`src/rtl/cpwm_param_nch_shadow.sv`:
```
// Multi-channel complementary PWM generator.
// Each channel has a carrier counter (up, down or up-down), double-buffered
// period/compare registers and an A/B dead-time pair. A synchronised, latched
// fault trip gates every gate output. A prescaled, masked zero-event interrupt
// is also provided.
module cpwm_param_nch_shadow #(
  parameter int N_CH  = 8,
  parameter int CNT_W = 16,
  parameter int DT_W  = 8,
  parameter int EVT_W = 4
) (
  input  logic                    clk,
  input  logic                    reset,
  input  logic                    enable,
  input  logic                    sync_start,
  input  logic [N_CH*CNT_W-1:0]   period_x,
  input  logic [N_CH*CNT_W-1:0]   compare_x,
  input  logic [N_CH*CNT_W-1:0]   initcarr_x,
  input  logic [N_CH*DT_W-1:0]    dtime_A_x,
  input  logic [N_CH*DT_W-1:0]    dtime_B_x,
  input  logic [2*N_CH-1:0]       countmode_x,
  input  logic [2*N_CH-1:0]       loadmode_x,
  input  logic [N_CH-1:0]         int_mask,
  input  logic [EVT_W-1:0]        evt_prescale,
  input  logic                    fault_n,
  input  logic                    fault_clr,
  output logic [N_CH-1:0]         pwmout_A_x,
  output logic [N_CH-1:0]         pwmout_B_x,
  output logic [N_CH*CNT_W-1:0]   carrier_x,
  output logic                    fault_latched,
  output logic                    interrupt
);

  localparam logic [CNT_W-1:0] C_ONE   = CNT_W'(1);
  localparam logic [DT_W:0]    DT_ONE  = (DT_W+1)'(1);
  localparam logic [EVT_W:0]   EVT_ONE = (EVT_W+1)'(1);
  localparam logic [EVT_W-1:0] EVT_MIN = EVT_W'(1);

  logic             r_sync_1;
  logic             r_sync_2;
  logic             r_fault;
  logic             r_int;
  logic [EVT_W-1:0] r_evt;
  logic [N_CH-1:0]  w_zero;
  logic             w_evt_hit;
  logic [EVT_W-1:0] w_thr;
  logic [EVT_W:0]   w_evt_inc;

  for (genvar j = 0; j < N_CH; j++) begin : g_ch
    logic [CNT_W-1:0] w_per_in;
    logic [CNT_W-1:0] w_cmp_in;
    logic [CNT_W-1:0] w_init;
    logic [CNT_W-1:0] r_cnt;
    logic [CNT_W-1:0] r_per;
    logic [CNT_W-1:0] r_cmp;
    logic [CNT_W-1:0] w_cnt_nxt;
    logic [DT_W-1:0]  w_dta;
    logic [DT_W-1:0]  w_dtb;
    logic [DT_W-1:0]  r_run_a;
    logic [DT_W-1:0]  r_run_b;
    logic [DT_W:0]    w_run_a_inc;
    logic [DT_W:0]    w_run_b_inc;
    logic [1:0]       w_cmode;
    logic [1:0]       w_lmode;
    logic             r_up;
    logic             w_up_nxt;
    logic             w_turn_up;
    logic             w_prd;
    logic             w_load;
    logic             r_raw;
    logic             r_a;
    logic             r_b;

    assign w_per_in = period_x[CNT_W*j +: CNT_W];
    assign w_cmp_in = compare_x[CNT_W*j +: CNT_W];
    assign w_init   = initcarr_x[CNT_W*j +: CNT_W];
    assign w_dta    = dtime_A_x[DT_W*j +: DT_W];
    assign w_dtb    = dtime_B_x[DT_W*j +: DT_W];
    assign w_cmode  = countmode_x[2*j +: 2];
    assign w_lmode  = loadmode_x[2*j +: 2];

    assign w_zero[j] = (r_cnt == '0);
    assign w_prd     = (r_cnt == r_per);
    // loadmode 00 loads every cycle, bit0 selects zero, bit1 selects period
    assign w_load    = (w_lmode == 2'b00) | (w_lmode[0] & w_zero[j]) | (w_lmode[1] & w_prd);

    // run lengths include the current cycle; MSB set means the counter saturates
    assign w_run_a_inc = {1'b0, r_run_a} + DT_ONE;
    assign w_run_b_inc = {1'b0, r_run_b} + DT_ONE;

    // next carrier value and direction: sync_start, then hold, then count mode
    always_comb begin
      w_cnt_nxt = r_cnt;
      w_up_nxt  = r_up;
      w_turn_up = r_up;
      if (sync_start) begin
        w_cnt_nxt = (w_init > r_per) ? r_per : w_init;
        w_up_nxt  = 1'b1;
      end else if (enable) begin
        case (w_cmode)
          2'b01: w_cnt_nxt = (r_cnt >= r_per) ? '0 : r_cnt + C_ONE;
          2'b10: w_cnt_nxt = (r_cnt == '0) ? r_per : r_cnt - C_ONE;
          2'b11: begin
            if (r_per == '0) begin
              w_cnt_nxt = '0;
            end else begin
              if (r_cnt == '0) begin
                w_turn_up = 1'b1;
              end else if (r_cnt >= r_per) begin
                w_turn_up = 1'b0;
              end
              w_cnt_nxt = w_turn_up ? r_cnt + C_ONE : r_cnt - C_ONE;
              w_up_nxt  = w_turn_up;
            end
          end
          default: ;
        endcase
      end
    end

    // carrier register and up-down direction
    always_ff @(posedge clk or negedge reset) begin
      if (!reset) begin
        r_cnt <= '0;
        r_up  <= 1'b1;
      end else begin
        r_cnt <= w_cnt_nxt;
        r_up  <= w_up_nxt;
      end
    end

    // active period/compare copy the shadow inputs on the selected event
    always_ff @(posedge clk or negedge reset) begin
      if (!reset) begin
        r_per <= '0;
        r_cmp <= '0;
      end else if (w_load) begin
        r_per <= w_per_in;
        r_cmp <= w_cmp_in;
      end
    end

    // registered raw compare, then dead-time qualification of A and B
    always_ff @(posedge clk or negedge reset) begin
      if (!reset) begin
        r_raw   <= 1'b0;
        r_run_a <= '0;
        r_run_b <= '0;
        r_a     <= 1'b0;
        r_b     <= 1'b0;
      end else begin
        r_raw <= (r_cnt < r_cmp);
        if (!enable) begin
          r_run_a <= '0;
          r_run_b <= '0;
          r_a     <= 1'b0;
          r_b     <= 1'b0;
        end else begin
          r_run_a <= r_raw ? (w_run_a_inc[DT_W] ? r_run_a : w_run_a_inc[DT_W-1:0]) : '0;
          r_run_b <= r_raw ? '0 : (w_run_b_inc[DT_W] ? r_run_b : w_run_b_inc[DT_W-1:0]);
          r_a     <= r_raw & (w_run_a_inc >= {1'b0, w_dta});
          r_b     <= ~r_raw & (w_run_b_inc >= {1'b0, w_dtb});
        end
      end
    end

    assign carrier_x[CNT_W*j +: CNT_W] = r_cnt;
    assign pwmout_A_x[j] = r_a & ~r_fault;
    assign pwmout_B_x[j] = r_b & ~r_fault;
  end

  // fault_n synchroniser and trip latch; a trip wins over a same-cycle clear
  always_ff @(posedge clk or negedge reset) begin
    if (!reset) begin
      r_sync_1 <= 1'b1;
      r_sync_2 <= 1'b1;
      r_fault  <= 1'b0;
    end else begin
      r_sync_1 <= fault_n;
      r_sync_2 <= r_sync_1;
      if (!r_sync_2) begin
        r_fault <= 1'b1;
      end else if (fault_clr) begin
        r_fault <= 1'b0;
      end
    end
  end

  assign w_evt_hit = |(w_zero & int_mask);
  assign w_thr     = (evt_prescale == '0) ? EVT_MIN : evt_prescale;
  assign w_evt_inc = {1'b0, r_evt} + EVT_ONE;

  // event prescaler: one pulse per w_thr event cycles
  always_ff @(posedge clk or negedge reset) begin
    if (!reset) begin
      r_evt <= '0;
      r_int <= 1'b0;
    end else if (w_evt_hit) begin
      if (w_evt_inc >= {1'b0, w_thr}) begin
        r_evt <= '0;
        r_int <= 1'b1;
      end else begin
        r_evt <= w_evt_inc[EVT_W-1:0];
        r_int <= 1'b0;
      end
    end else begin
      r_int <= 1'b0;
    end
  end

  assign fault_latched = r_fault;
  assign interrupt     = r_int;

endmodule

```
`config.mk`:
```
export PLATFORM = sky130hd
export DESIGN_NAME = cpwm_param_nch_shadow
export DESIGN_NICKNAME = d
export VERILOG_FILES = /design/src/rtl/cpwm_param_nch_shadow.sv
export SDC_FILE = /design/constraint.sdc
export NUM_CORES = 2
export LEC_CHECK = 0
export ABC_AREA = 1
export ABC_CLOCK_PERIOD_IN_PS = 3590
export CAP_MARGIN = 20
export CORE_ASPECT_RATIO = 1.25
export CORE_MARGIN = 5
export CORE_UTILIZATION = 61
export CTS_CLUSTER_SIZE = 16
export DETAILED_ROUTE_END_ITERATION = 10
export GPL_TIMING_DRIVEN = 0
export PLACE_DENSITY_LB_ADDON = 0.12
export SETUP_SLACK_MARGIN = 0.4
export SYNTH_ARGS = -nofsm -noshare
export SYNTH_HDL_FRONTEND = slang
export SYNTH_SLANG_ARGS = --single-unit
```
`constraint.sdc`:
```
create_clock -name clk -period 3.59 [get_ports clk]
set_input_delay 1.077 -clock clk [delete_from_list [all_inputs] [get_ports clk]]
set_output_delay 1.077 -clock clk [all_outputs]
set_load 0.01 [all_outputs]
```
==> results.json <==
{
  "die_y_um": 327,
  "antenna_found_initial": 46,
  "synthAdderAreaFrac": 0.143,
  "placed_area_sq_mm": 0.0576,
  "cts_num_sinks": 552,
  "synth-simple-area-share": 0.285,
  "clk_pin_slew_worst_paths_ps": 70,
  "cts_max_level": 2,
  "cap_viol_max_count": 0,
  "ys_ff_latch": 552,
  "max_freq_mhz": 317,
  "netlist_instances": 7068,
  "dr.first_iter.drc_count": 5059,
  "post_drt_wl_per_cell_um": 20.9,
  "leakage_uw": 0.0300,
  "grt_pass1_vias": 52796,
  "yosys_warnings": 0,
  "syn_area_sq_mm": 0.0489,
  "grt.overflow.total": 0,
  "end_kind": "output port",
  "fill_cells": 6201,
  "outcome": "finished clean",
  "ant_nets": 0,
  "grt_pass1_wl_um": 288000,
  "core_area_sq_mm": 0.0798,
  "async_flop_share": 1.00,
  "fin_crit_sh": 0.880,
  "min_path_type": "input pin to async pin",
  "nNetsFinal": 8966,
  "start_util": 0.613,
  "rows": 116,
  "rsz0062_at_grt": "yes",
  "regArea_sq_mm": 0.0138,
  "synthMuxAreaShare": 0.000230,
  "dr.pass1.iters": 8,
  "clock_skew_ps": 27.5,
  "power.total_uw": 28100,
  "r2r-end": "g_ch[6].r_per[15]$_DFFE_PN0P_",
  "power_density_mw_per_mm2": 470,
  "synth_xor_area_frac": 0.0437,
  "drcViolationCount": 0,
  "tightest_slew_ps": 1100,
  "drive_above_1_share": 0.0587,
  "wirelength_um": 188000,
  "die_area_sq_mm": 0.0860,
  "ir_drop_mv": 0.407,
  "yosysTopAreaCell": "dfrtp_1",
  "synth_cell_type_count": 71,
  "cts.path.max_buffers": 3,
  "layoutNonFillerInstCount": 8993,
  "r2r_cells": 10,
  "cp_data_arrival_time_ps": 2080,
  "synthTopCellsByArea": "dfrtp_1, ha_1, nand2_1, inv_1, a21oi_1",
  "max_slew_margin": 0.266,
  "numCtsBuffers": 58,
  "synth_compound_area_frac": 0.143,
  "hold_viol": 0,
  "avgViaCountPerCell": 5.92,
  "portBuffers": 705,
  "r2r-start": "g_ch[6].r_cnt[0]$_DFFE_PN0P_",
  "maxSlewViolCount": 0,
  "tns_ps": 0,
  "synth-edff-count": 0,
  "synth_top_family_by_area": "simple AND/OR/NAND/NOR gates",
  "synth_ff_type": "dfrtp_1",
  "synth_top_area_share": 0.277,
  "grt_max_degree": 120,
  "place_inst": 8847,
  "yosysSeqAreaShare": 0.283,
  "hpwl_um": 149000,
  "num_io_pins": 708,
  "setup_viol": 0,
  "syn2layout_area_growth_pct": 22.1,
  "multi_input_area_sq_mm": 0.0301,
  "vias": 53275,
  "reg2reg_slack_ps": 540,
  "path_class": "register to output port",
  "cp_data_required_time_ps": 2510,
  "cts_tree": "done",
  "cts_root_buf": "clkbuf_16",
  "finish.utilization": 0.748,
  "grt_usage": 0.416,
  "post_cts.repair.setup_buffers": 0,
  "die_x_um": 263,
  "syn_nets": 8189,
  "start_kind": "register",
  "syn_avg_cell_area_sq_um": 6.92,
  "hold_buffers": 0,
  "insertion_delay_ps": 670,
  "min_period_ps": 3160,
  "gp_congestion": 1.02,
  "fin_area_sq_mm": 0.0597,
  "critPathMaxFanout": 10
}
## cells in the final DEF, fill, tap and decap left out, types with 70 or more instances in the layout
cell / instances
nand2_1: 1594
inv_1: 980
clkdlybuf4s50_1: 697
nor2_1: 687
ha_1: 559
dfrtp_1: 539
a21oi_1: 529
nand3_1: 522
o21ai_0: 487
xor2_1: 228
nand4_1: 118
buf_2: 104
o211ai_1: 86
nor3_1: 70
## cell families (layout without fill, tap and decap cells)
kind of cell / count (synthesis) / in the layout
simple gates: 3205 / 3205
xor+xnor: 244 / 244
fa+ha+maj: 559 / 559
mux: 1 / 1
compound gates: 1277 / 1277
buf+inv: 1230 / 2054
other cells: 0 / 39
flops: 552 / 552
## flip-flops by register name (all words and copies together) (netlist names)
signal	cells
g_ch.r_per	128
interrupt	1
r_sync_1	1
g_ch.r_b	8
fault_latched	1
g_ch.r_raw	8
g_ch.r_run_b	64
g_ch.r_cnt	128
r_sync_2	1
g_ch.r_run_a	64
g_ch.r_up	8
g_ch.r_cmp	128
r_evt	4
g_ch.r_a	8
## routing by layer
metal | share of wire | wire length [um] | vias up | track usage
li1 | - | - | 24831 | -
met4 | 0.078 | 14600 | 24 | 0.268
met1 | 0.36 | 67200 | 24684 | 0.472
met3 | 0.095 | 17800 | 846 | 0.103
met5 | 0.00096 | 180 | - | 0
met2 | 0.47 | 88000 | 2890 | 0.700
## synth_stat cells (all sizes together) (2+ instances only)
cell    instances
a211oi         11
a21boi          8
a21o           16
a21oi         531
a22oi           4
a31o            9
a31oi          22
and2            3
and3           12
buf           149
clkbuf         78
clkinv          2
dfrtp         542
dfstp          10
ha            559
inv          1001
nand2        1615
nand3         538
nand3b         26
nand4         120
nor2          728
nor3           91
nor3b           8
nor4           29
o211ai         92
o21a           16
o21ai         532
o21bai          9
o22a            2
o22ai           5
o311ai          3
o31ai          13
or2            35
xnor2          16
xor2          228
## per-stage QoR
stage,setup WS (ps),hold slack (ps)
5_1_grt,371,214
2_1_floorplan,912,345
4_1_cts,396,194
3_3_place_gp,-23340,348
6_report,432,215
3_5_place_dp,-649,355
## repair_timing
action,4_1_cts,5_1_grt
setup endpoints to repair,24,18
resized for setup,16,12
hold endpoints to repair,0,0
## cell type report
cell class / count / share of cell area
multi-input combinational: 5286 / 0.504
sequential: 552 / 0.232
timing repair buffer: 717 / 0.123
inverter: 1003 / 0.0630
clock buffer: 78 / 0.0279
tap: 1062 / 0.0223
buffer: 227 / 0.0216
clock inverter: 29 / 0.00541
antenna: 39 / 0.00163
## worst max-delay path by stage
stage | from | end | slack [ps] | cells past startpoint
global route | initcarr_x[55] | g_ch[3].r_cnt[15]$_DFFE_PN0P_ | 370 | 11
global placement | reset | g_ch[3].r_run_b[5]$_DFFE_PN0P_ | -23340 | 1
detailed placement | sync_start | g_ch[2].r_cnt[10]$_DFFE_PN0P_ | -650 | 7
floorplan | initcarr_x[79] | g_ch[4].r_cnt[10]$_DFFE_PN0P_ | 910 | 11
finish | fault_latched$_DFFE_PN0P_ | pwmout_A_x[3] | 430 | 4
CTS | fault_latched$_DFFE_PN0P_ | pwmout_A_x[0] | 400 | 4
## power breakdown
group	total (uW)	switching, uW	internal (uW)
registers	8650	1550	7090
logic	12900	7940	4990
clock network	6490	2850	3630
total	28100	12400	15700
## worst max-delay path, cell delays in order (launching register included)
cell	delay, ps
dfrtp_1	400
clkbuf_8	180
clkbuf_8	190
nor2_1	110
clkdlybuf4s50_1	540
Note: power is estimated with default switching activity, not from simulation.
